File: src/rtl/pass_pkg.sv
// Shared constants and state type for the keypad entry stage.
package pass_pkg;
  localparam int          DIGIT_W   = 4;
  localparam logic [3:0]  MAX_DIGIT = 4'd9;

  typedef enum logic [1:0] {IDLE, ENTRY, FULL, DONE} entry_state_t;
endpackage

File: src/rtl/pass_entry_if.sv
// Keypad levels in, packed digit buffer and one-cycle requests out.
interface pass_entry_if import pass_pkg::*; #(parameter int DIGITS = 4);
  logic                         key_digit;
  logic [DIGIT_W-1:0]           key_code;
  logic                         key_enter;
  logic                         key_change;
  logic                         key_back;
  logic                         key_clear;
  logic [DIGIT_W*DIGITS-1:0]    password;
  logic [$clog2(DIGITS+1)-1:0]  digit_cnt;
  logic                         confirmPass;
  logic                         changePass;
  logic                         entry_err;
  logic                         timeout;

  modport slave (
    input  key_digit, key_code, key_enter, key_change, key_back, key_clear,
    output password, digit_cnt, confirmPass, changePass, entry_err, timeout
  );
  modport master (
    output key_digit, key_code, key_enter, key_change, key_back, key_clear,
    input  password, digit_cnt, confirmPass, changePass, entry_err, timeout
  );
endinterface

File: src/rtl/pass_entry_key_edge.sv
// Rising-edge detector over a vector of debounced key levels.
module key_edge #(parameter int W = 1) (
  input  logic         clk,
  input  logic         rst,
  input  logic [W-1:0] lvl,
  output logic [W-1:0] rise
);
  logic [W-1:0] prev;

  // prev resets low so a key held through reset still fires once
  always_ff @(posedge clk or negedge rst)
    if (!rst) prev <= '0;
    else      prev <= lvl;

  assign rise = lvl & ~prev;
endmodule

File: src/rtl/pass_entry.sv
// Keypad entry stage: digit shift buffer plus confirm/change requests.
// Optional inactivity clear enabled by defining PASS_ENTRY_TIMEOUT_EN.
module pass_entry import pass_pkg::*; #(
  parameter int DIGITS         = 4,
  parameter int TIMEOUT_CYCLES = 50_000_000
) (
  input  logic        clk,
  input  logic        rst,
  pass_entry_if.slave bus
);
  localparam int PW = DIGIT_W * DIGITS;
  localparam int CW = $clog2(DIGITS + 1);

  if (DIGITS < 2)         begin : g_bad_digits  $error("DIGITS must be >= 2");         end
  if (TIMEOUT_CYCLES < 2) begin : g_bad_timeout $error("TIMEOUT_CYCLES must be >= 2"); end

  logic [4:0] keys, ev;
  logic       ev_clear, ev_back, ev_enter, ev_change, ev_digit;

  assign keys = {bus.key_clear, bus.key_back, bus.key_enter, bus.key_change, bus.key_digit};
  key_edge #(.W(5)) u_edge (.clk(clk), .rst(rst), .lvl(keys), .rise(ev));
  assign {ev_clear, ev_back, ev_enter, ev_change, ev_digit} = ev;

  entry_state_t  state_q, state_d;
  logic [PW-1:0] pw_q, pw_d;
  logic [CW-1:0] cnt_q, cnt_d;
  logic          conf_q, conf_d, chg_q, chg_d, err_q, err_d, to_q, to_d;
  logic          acc, to_hit;

  always_comb begin
    state_d = state_q;
    pw_d    = pw_q;
    cnt_d   = cnt_q;
    conf_d  = 1'b0;
    chg_d   = 1'b0;
    err_d   = 1'b0;
    to_d    = 1'b0;
    acc     = 1'b0;
    // Only the highest-priority event is acted on
    if (ev_clear) begin
      acc = 1'b1; pw_d = '0; cnt_d = '0; state_d = IDLE;
    end else if (ev_back) begin
      acc = 1'b1;
      case (state_q)
        DONE:        begin pw_d = '0; cnt_d = '0; state_d = IDLE; end
        ENTRY, FULL: begin
          pw_d    = pw_q >> DIGIT_W;
          cnt_d   = cnt_q - CW'(1);
          state_d = (cnt_q == CW'(1)) ? IDLE : ENTRY;
        end
        default: ;
      endcase
    end else if (ev_enter || ev_change) begin
      if (state_q == FULL || state_q == DONE) begin
        acc = 1'b1; conf_d = ev_enter; chg_d = ~ev_enter; state_d = DONE;
      end else begin
        err_d = 1'b1;
      end
    end else if (ev_digit) begin
      if (bus.key_code > MAX_DIGIT || state_q == FULL) begin
        err_d = 1'b1;
      end else if (state_q == DONE) begin
        acc = 1'b1; pw_d = PW'(bus.key_code); cnt_d = CW'(1); state_d = ENTRY;
      end else begin
        acc     = 1'b1;
        pw_d    = {pw_q[PW-DIGIT_W-1:0], bus.key_code};
        cnt_d   = cnt_q + CW'(1);
        state_d = (cnt_q == CW'(DIGITS - 1)) ? FULL : ENTRY;
      end
    end
    // An accepted event in the same cycle wins over inactivity
    if (to_hit && !acc) begin
      pw_d = '0; cnt_d = '0; state_d = IDLE; to_d = 1'b1;
    end
  end

`ifdef PASS_ENTRY_TIMEOUT_EN
  localparam int TW = $clog2(TIMEOUT_CYCLES + 1);
  logic [TW-1:0] tmr_q;

  assign to_hit = (state_q != IDLE) && (tmr_q == TW'(TIMEOUT_CYCLES - 1));

  always_ff @(posedge clk or negedge rst)
    if (!rst)                                tmr_q <= '0;
    else if (acc || to_d || state_q == IDLE) tmr_q <= '0;
    else                                     tmr_q <= tmr_q + TW'(1);
`else
  assign to_hit = 1'b0;
`endif

  always_ff @(posedge clk or negedge rst) begin
    if (!rst) begin
      state_q <= IDLE;
      pw_q    <= '0;
      cnt_q   <= '0;
      conf_q  <= 1'b0;
      chg_q   <= 1'b0;
      err_q   <= 1'b0;
      to_q    <= 1'b0;
    end else begin
      state_q <= state_d;
      pw_q    <= pw_d;
      cnt_q   <= cnt_d;
      conf_q  <= conf_d;
      chg_q   <= chg_d;
      err_q   <= err_d;
      to_q    <= to_d;
    end
  end

  assign bus.password    = pw_q;
  assign bus.digit_cnt   = cnt_q;
  assign bus.confirmPass = conf_q;
  assign bus.changePass  = chg_q;
  assign bus.entry_err   = err_q;
  assign bus.timeout     = to_q;
endmodule

File: src/flat_wrapper.sv
// flat-port wrapper written by rule: the top's interface ports become plain ports
module pass_entry_flat import pass_pkg::*;
#(
  parameter int DIGITS         = 4,
  parameter int TIMEOUT_CYCLES = 50_000_000
)
  (clk, rst, bus_key_digit, bus_key_code, bus_key_enter, bus_key_change, bus_key_back, bus_key_clear, bus_password, bus_digit_cnt, bus_confirmPass, bus_changePass, bus_entry_err, bus_timeout);
  pass_entry_if #(.DIGITS(DIGITS)) bus_i ();
  input  logic clk;
  input  logic rst;
  input wire logic [$bits(bus_i.key_digit)-1:0] bus_key_digit;
  input wire logic [$bits(bus_i.key_code)-1:0] bus_key_code;
  input wire logic [$bits(bus_i.key_enter)-1:0] bus_key_enter;
  input wire logic [$bits(bus_i.key_change)-1:0] bus_key_change;
  input wire logic [$bits(bus_i.key_back)-1:0] bus_key_back;
  input wire logic [$bits(bus_i.key_clear)-1:0] bus_key_clear;
  output wire logic [$bits(bus_i.password)-1:0] bus_password;
  output wire logic [$bits(bus_i.digit_cnt)-1:0] bus_digit_cnt;
  output wire logic [$bits(bus_i.confirmPass)-1:0] bus_confirmPass;
  output wire logic [$bits(bus_i.changePass)-1:0] bus_changePass;
  output wire logic [$bits(bus_i.entry_err)-1:0] bus_entry_err;
  output wire logic [$bits(bus_i.timeout)-1:0] bus_timeout;
  assign bus_i.key_digit = bus_key_digit;
  assign bus_i.key_code = bus_key_code;
  assign bus_i.key_enter = bus_key_enter;
  assign bus_i.key_change = bus_key_change;
  assign bus_i.key_back = bus_key_back;
  assign bus_i.key_clear = bus_key_clear;
  assign bus_password = bus_i.password;
  assign bus_digit_cnt = bus_i.digit_cnt;
  assign bus_confirmPass = bus_i.confirmPass;
  assign bus_changePass = bus_i.changePass;
  assign bus_entry_err = bus_i.entry_err;
  assign bus_timeout = bus_i.timeout;
  pass_entry #(.DIGITS(DIGITS), .TIMEOUT_CYCLES(TIMEOUT_CYCLES)) u_core (.clk(clk), .rst(rst), .bus(bus_i));
endmodule
File: config.mk
export PLATFORM = sky130hd
export DESIGN_NAME = pass_entry_flat
export DESIGN_NICKNAME = d
export VERILOG_FILES = /design/src/rtl/pass_pkg.sv /design/src/rtl/pass_entry_if.sv /design/src/rtl/pass_entry_key_edge.sv /design/src/rtl/pass_entry.sv /design/src/flat_wrapper.sv
export SDC_FILE = /design/constraint.sdc
export NUM_CORES = 1
export LEC_CHECK = 0
export ABC_CLOCK_PERIOD_IN_PS = 2500
export CELL_PAD_IN_SITES_DETAIL_PLACEMENT = 1
export CELL_PAD_IN_SITES_GLOBAL_PLACEMENT = 1
export CORE_ASPECT_RATIO = 0.8
export CORE_MARGIN = 4
export CORE_UTILIZATION = 39
export DETAILED_ROUTE_END_ITERATION = 10
export PLACE_DENSITY_LB_ADDON = 0.1
export RECOVER_POWER = 100
export SLEW_MARGIN = 20
export SYNTH_ARGS = -nofsm -noshare
export SYNTH_HDL_FRONTEND = slang
export SYNTH_SLANG_ARGS = --single-unit
File: constraint.sdc
create_clock -name clk -period 2.5 [get_ports clk]
set_input_delay 0.5 -clock clk [delete_from_list [all_inputs] [get_ports clk]]
set_output_delay 0.5 -clock clk [all_outputs]
set_load 0.05 [all_outputs]
=== Word-level counts from Yosys, hierarchy flattened ===
Cells that the tools add are included.

* Bits in registers: 29
* Output and inout port bits: 23

* Add/subtract/negate cells: 2
* Order comparisons: 1
* Equal/unequal tests: 10
* Muxes and demuxes: 38
* Bitwise operators: 3
* Reduce and logical (&&, ||, !) cells: 8

{| class="wikitable"
|+ Operators with widths
! operator !! count
|-
| two-way mux 16 bit || 6
|-
| case mux 16 bit (2 select lines) || 1
|-
| two-way mux 3 bit || 6
|-
| two-way mux 2 bit || 8
|-
| two-way mux 1 bit || 15
|-
| AND reduction 4 bit || 2
|-
| inequality test 3 x 1 -> 1 bit, second input constant || 2
|-
| case mux 3 bit (2 select lines) || 1
|-
| bitwise AND 5 bit || 1
|-
| NOT 5 bit || 1
|-
| == test 2 bit, second input constant || 2
|-
| > comparator 4 bit, second input constant || 1
|-
| inequality test 4 x 1 -> 1 bit, second input constant || 1
|-
| inequality test 4 x 2 -> 1 bit, second input constant || 1
|-
| inequality test 4 x 3 -> 1 bit, second input constant || 1
|-
| case mux 2 bit (2 select lines) || 1
|-
| nonzero test 4 bit || 1
|-
| adder 3 x 1 -> 3 bit, second input constant || 1
|-
| == test 3 x 1 -> 1 bit, second input constant || 1
|-
| == test 3 x 2 -> 1 bit, second input constant || 1
|-
| logical OR 1 bit || 3
|-
| nonzero test 3 bit || 1
|-
| subtractor 3 x 1 -> 3 bit, second input constant || 1
|-
| == test 2 x 1 -> 1 bit, second input constant || 1
|-
| 2 further kinds || 2
|}

=== Depth between registers and ports, before layout ===
Gate-level depths: netlist (run 1).

* Depth after elaboration: 8
* Gate-level depth with buffers: 7

=== Hierarchy ===
Synthesis (run 1) repeated with hierarchy kept, for this count alone.

* Cells, all modules: 127
* Area total of the unflattened synthesis: 1,591.5 µm²

{| class="wikitable"
|+ By module, submodules not included
! module !! times used !! cells each !! area each (µm²)
|-
| pass_entry || 1 || 117 || 1,397.6
|-
| key_edge || 1 || 10 || 193.9
|}

=== Least setup slack after synthesis (run 1) ===
No wires, ideal clock.

* Path type: in2reg
* From: input port bus_key_enter
* To: register u_core.pw_q[0], in the netlist u_core.bus.password[0]
* Arrival time: 1.788 ns
* Data required time: 2.375 ns
* Setup slack: 0.587 ns
* Stages on the path: 6
* Path buffers: 1
* Cell sequence: nor2b_4 or2_4 nor4b_4 a21oi_4 buf_6 mux2_4

* Cells in the longest elaborated chain, start to end: 4

{| class="wikitable"
|+ RTL lines
! element !! RTL line !! source
|-
| from (decl) || flat_wrapper.sv:13 || <nowiki>input wire logic [$bits(bus_i.key_enter)-1:0] bus_key_enter;</nowiki>
|-
| bitwise AND 5 bit || pass_entry_key_edge.sv:15 || <nowiki>assign rise = lvl & ~prev;</nowiki>
|-
| logical OR 1 bit || pass_entry.sv:53 || <nowiki>end else if (ev_enter || ev_change) begin</nowiki>
|-
| inequality test 3 x 1 -> 1 bit (no line) || - ||
|-
| AND reduction 4 bit (no line) || - ||
|-
| to (signal assigned) || pass_entry.sv:102 || <nowiki>pw_q <= pw_d;</nowiki>
|-
| to (decl) || pass_entry.sv:25 || <nowiki>logic [PW-1:0] pw_q, pw_d;</nowiki>
|}

Every way passes these cells.
A chain may end at the register's enable or synchronous reset.

=== Final worst setup path (run 1) ===
* From: input port bus_key_enter
* To: register u_core.pw_q[1], in the netlist u_core.bus.password[1]

The elaborated chain is that of the path after synthesis.

==> results.cfg, run 1 <==
[run_status]
outcome = finished, final reports clean

[synthesis]
syn_area_um2 = 1510
ys_types = 35
ys.flop_type = dfrtp_1
synth-edff-count = 0
synthCells = 132
yosysSeqAreaShare_pct = 48.2
synth_area_per_cell_um2 = 11.4
syn-num-nets = 150
synth-seq-cells = 29
yosysWarningCount = 0
async_flop_share_pct = 100

[routing]
drc = 0
via_per_inst = 5.36
ant_nets = 0
wirelength_um = 3810
drtIter0Drc = 43
avgRoutedWirePerCell_um = 17.7
vias = 1157
firstDrtPassIters = 4

[layout]
nets = 191
layout_commonest_cell = dfrtp_1
diodes = 0
nFillCells = 388
layout_common_cells = 29 x dfrtp_1, 28 x dlygate4sd3_1, 11 x inv_1, 11 x nand2_1, 11 x mux2_2
synthToLayoutAreaGrowth_pct = 32.6
layout-drive-gt1-share_pct = 16.1

[cts]
cts_root_buf = clkbuf_8
cts_tree = built
cts_buffers = 5
clk_path_buf_depth = 2
cts_htree_levels = 2
ctsHoldBuffers = 0
clock_latency_ns = 0.29
clkTransAtPathRegs_ns = 0.07
ctsResizeCount = 0
cts_sinks = 29
post_cts_buffers = 0

[sta]
worst_clock_skew_ns = 0.00574
setup_viol = 0
drv_slew = 0
rsz0062_at_grt = no
max_slew.worst_pin.slew_ns = 0.611
min_period_ns = 2.27
max_freq_ghz = 0.440
slew_headroom_pct = 59.2
fin_crit_sh_pct = 90.9
fin_tns_setup_ns = 0
hold_viol_final = 0

[place]
dpl.hpwl_um = 2840
gp_congestion = 0.807
io_buffer_count = 32

[global_route]
antenna_found_initial = 0
grt_pass1_vias = 1301
grt_use_total_pct = 16.7
grt_pass1_wl_um = 6350
grt-ovfl-total = 0
grt_max_degree = 30

[power_and_ir_drop]
max-vdd-ir-drop_v = 0.000531
power_density_nw_per_um2 = 1100
p_total_uw = 2190
leakage_uw = 0.000964

[setup_path]
start_kind = input port
crit_required_ns = 2.67
criticalPathCategory = input port to register
crit_path_end_kind = register
worstPathArrival_ns = 2.44
critical_path.max_fanout = 18

[floorplan]
core_area_um2 = 3570
rows = 19
num_io_pins = 34
start_util_pct = 42.2
fp.dieH_um = 63.6
die_x_um = 77.5
die-area_um2 = 4930

[job]
drv_cap = 0

[worst_hold_path]
min_path_type = register to register
## through the flow
stage	utilization [%]	hold slack, ns	instances	cell area, um^2	worst slack, ns
floorplan	-	0.204	132	1510	0.587
global placement	53.2	0.522	208	1900	0.0881
detailed placement	53.2	0.536	208	1900	-0.0169
CTS	56.5	0.550	216	2010	0.287
global route	56.0	0.579	216	2000	0.147
finish	56.0	0.545	216	2000	0.227
## critical path: stages
cell and delay [ns]:
dlygate4sd3_1 0.56, nor2b_4 0.15, or2_4 0.26, nor4b_4 0.35, a21oi_4 0.24, mux2_1 0.37
## cells in the mapped netlist, types with 2 or more instances
cell	count	area, um^2
dfrtp_1	29	726
inv_1	11	41.3
mux2_2	11	124
nand2_1	11	41.3
o21ai_0	10	50.1
a22o_1	8	70.1
ha_1	7	87.6
mux2i_1	5	50.1
nand2b_1	4	25.0
nor2_1	4	15.0
nor2b_1	4	25.0
mux2_4	3	45.0
a21oi_1	2	10.0
nor3b_1	2	15.0
## worst paths after layout
kind	startpoint	end	slack (ns)	depth (start not counted)
setup / recovery	bus_key_enter	u_core.bus.password[1]$_DFFE_PN0P_	0.23	6
hold / removal	u_core.state_q[0]$_DFFE_PN0P_	u_core.state_q[0]$_DFFE_PN0P_	0.55	1
setup reg to reg	u_core.state_q[0]$_DFFE_PN0P_	u_core.bus.password[1]$_DFFE_PN0P_	0.52	6
hold reg to reg	u_core.state_q[0]$_DFFE_PN0P_	u_core.state_q[0]$_DFFE_PN0P_	0.55	1
max in group asynchronous	rst	u_core.bus.password[2]$_DFFE_PN0P_	1.55	2
min in group asynchronous	rst	u_core.bus.changePass$_DFF_PN0_	0.67	2
## cells by family after synthesis
| group | share of synthesized area, % |
|---|---|
| buf+inv | 4.57 |
| compound gates | 12.9 |
| fa+ha+maj | 5.81 |
| mux | 14.5 |
| flops | 48.2 |
| other cells | 0.249 |
| simple gates | 13.8 |
## layer usage
metal  vias to the layer above  global-route usage (%)  wire length [um]
met5                         -                       0                 0
met4                         0                    6.67                64
met3                         7                    4.84               151
met2                        31                    28.7              1870
met1                       575                    19.6              1730
li1                        544                       -                 -
## power breakdown
part	leakage [uW]	internal (uW)	switching, uW
Sequential	0.000376	583	99.2
Combinational	0.000529	347	646
Clock	0.0000585	325	188
Total	0.000964	1250	934
## state kept, by name (all words and copies together), names as in the netlist
signal and cells:
u_core.bus.changePass 1, u_core.bus.entry_err 1, u_core.bus.confirmPass 1, u_core.bus.password 16, u_core.state_q 2, u_core.bus.digit_cnt 3, u_core.u_edge.prev 5
## layout make-up
cell class                 instances  area [um^2]  share of cell area [%]
multi-input combinational         88          701                    35.1
clock buffer                       7         86.3                    4.32
sequential                        29          726                    36.3
inverter                          11         41.3                    2.07
timing repair buffer              38          362                    18.1
tap                               42         52.6                    2.63
clock inverter                     1         30.0                    1.50
Note: power is estimated with default switching activity, not from simulation.
==> run 2: changes to the inputs <==
--- a/config.mk
+++ b/config.mk
@@ -8,7 +8,7 @@
 export ABC_CLOCK_PERIOD_IN_PS = 2500
 export CELL_PAD_IN_SITES_DETAIL_PLACEMENT = 1
 export CELL_PAD_IN_SITES_GLOBAL_PLACEMENT = 1
-export CORE_ASPECT_RATIO = 0.8
+export CORE_ASPECT_RATIO = 0.7
 export CORE_MARGIN = 4
 export CORE_UTILIZATION = 39
 export DETAILED_ROUTE_END_ITERATION = 10
==> run 2 against run 1 <==
Effect of this change:
- the flow now finishes with violations (capacitance limit, slew limit)
- clock skew decreased by 0.0045 ns
- worst hold slack worse by 0.0091 ns
- core utilization is 0.76 points lower
- critical path type unchanged
- largest power group unchanged
==> results.cfg, run 2 (synthesis gave the netlist of run 1 again) <==
[cts]
cts_buffers = 5
clk_path_buf_depth = 2
cts_root_buf = clkbuf_8
cts_htree_levels = 2
post_cts_buffers = 0
ctsHoldBuffers = 0
cts_tree = built
cts_sinks = 29
clock_latency_ns = 0.29
ctsResizeCount = 0
clkTransAtPathRegs_ns = 0.06

[floorplan]
die-area_um2 = 4940
fp.dieH_um = 60
num_io_pins = 34
die_x_um = 82.3
start_util_pct = 41.5
rows = 18
core_area_um2 = 3630

[power_and_ir_drop]
clkPwrFrac_pct = 20.4
swShare_pct = 44.1
p_int_uw = 1180
power_frac_comb_pct = 47.1
power_frac_seq_pct = 32.5
max-vdd-ir-drop_v = 0.000550
leakage_uw = 0.000963
power_density_nw_per_um2 = 1050
p_switching_uw = 929

[layout]
final_core_util_pct = 55.3
layout_commonest_cell = dfrtp_1
nets = 194
largest_reg_flops = 16
postLayoutCellArea_um2 = 2000
layout_common_cells = 29 x dfrtp_1, 28 x dlygate4sd3_1, 11 x inv_1, 11 x nand2_1, 11 x mux2_2
layout-drive-gt1-share_pct = 16.4
synthToLayoutAreaGrowth_pct = 33.1
diodes = 0
nFillCells = 391

[sta]
hold_viol_final = 0
min_period_ns = 2.24
whs_ns = 0.536
slew_headroom_pct = -3.17
worst_clock_skew_ns = 0.00122
max_slew.worst_pin.slew_ns = 1.55
fin_tns_setup_ns = 0
max_freq_ghz = 0.446
drv_slew = 30
setup_viol = 0
fin_crit_sh_pct = 89.8
setup_ws_ns = 0.256
rsz0062_at_grt = no

[worst_hold_path]
min_path_type = register to register
hold_path_depth = 1

[routing]
ant_nets = 0
avgRoutedWirePerCell_um = 17.0
drc = 0
via_per_inst = 5.15
drtIter0Drc = 59
wirelength_um = 3850
vias = 1169
firstDrtPassIters = 2

[place]
dpl.hpwl_um = 2880
io_buffer_count = 32
gp_congestion = 0.805
place_area_um2 = 1930
pre_cts_ws_ns = -0.0250

[setup_path]
criticalPathCategory = input port to register
start_kind = input port
worstPathArrival_ns = 2.41
crit_required_ns = 2.67
crit_path_end_kind = register
critical_path.max_fanout = 4
reg2reg_depth = 7

[global_route]
grt_max_degree = 30
grt_use_total_pct = 18.5
grt_pass1_wl_um = 6490
grt-ovfl-total = 0
antenna_found_initial = 0
grt_pass1_vias = 1262

[job]
drv_cap = 1

[run_status]
outcome = complete, but fails checks
violations = capacitance limit, slew limit
==> run 2: final timing paths <==
check,endpoint,slack (ns),startpoint
setup / recovery,u_core.state_q[1]$_DFFE_PN0P_,0.26,bus_key_enter
hold / removal,u_core.bus.password[0]$_DFFE_PN0P_,0.54,u_core.bus.password[0]$_DFFE_PN0P_
setup reg to reg,u_core.state_q[1]$_DFFE_PN0P_,0.48,u_core.state_q[0]$_DFFE_PN0P_
hold reg to reg,u_core.bus.password[0]$_DFFE_PN0P_,0.54,u_core.bus.password[0]$_DFFE_PN0P_
max in group asynchronous,u_core.u_edge.prev[4]$_DFF_PN0_,0.47,rst
min in group asynchronous,u_core.bus.confirmPass$_DFF_PN0_,1.13,rst
==> run 2: area by class of cell <==
cell class	count	area, um^2	area share [%]
clock buffers	7	96.3	4.81
flip-flops and latches	29	726	36.2
clock inverters	1	5.00	0.250
well taps	50	62.6	3.12
multi-input cells	88	701	35.0
inverters	11	41.3	2.06
repair buffers	41	373	18.6
==> run 2: layer usage <==
layer | vias to the layer above | global-route usage (%) | share of wire [%]
li1 | 546 | - | -
met5 | - | 0 | 0
met1 | 590 | 23.5 | 46
met4 | 0 | 9.24 | 2.3
met3 | 8 | 4.82 | 4.2
met2 | 25 | 29.1 | 47
==> run 2: worst max-delay path, cell delays in order <==
cell	delay, ns
dlygate4sd3_1	0.55
nor2b_4	0.14
or2_4	0.27
nor4b_4	0.30
clkbuf_1	0.18
o21ai_0	0.16
mux2_2	0.31
==> run 2: power by group through the flow <==
| stage | sequential, uW | combinational, uW | clock (uW) |
|---|---|---|---|
| floorplan | 1010 | 371 | 0 |
| global placement | 682 | 1020 | 0 |
| detailed placement | 697 | 1050 | 0 |
| CTS | 690 | 1050 | 446 |
| global route | 708 | 1070 | 468 |
| finish | 685 | 993 | 431 |
==> run 2: through the flow <==
stage / power, uW / cells
floorplan: 1380 / 132
global placement: 1700 / 219
detailed placement: 1740 / 219
CTS: 2190 / 227
global route: 2250 / 227
finish: 2110 / 227
==> run 3: changes to the inputs <==
--- a/config.mk
+++ b/config.mk
@@ -6,6 +6,7 @@
 export NUM_CORES = 1
 export LEC_CHECK = 0
 export ABC_CLOCK_PERIOD_IN_PS = 2500
+export CAP_MARGIN = 25
 export CELL_PAD_IN_SITES_DETAIL_PLACEMENT = 1
 export CELL_PAD_IN_SITES_GLOBAL_PLACEMENT = 1
 export CORE_ASPECT_RATIO = 0.7
==> results of run 3 <==
The final DEF is identical to that of run 2; final timing and power are the same.
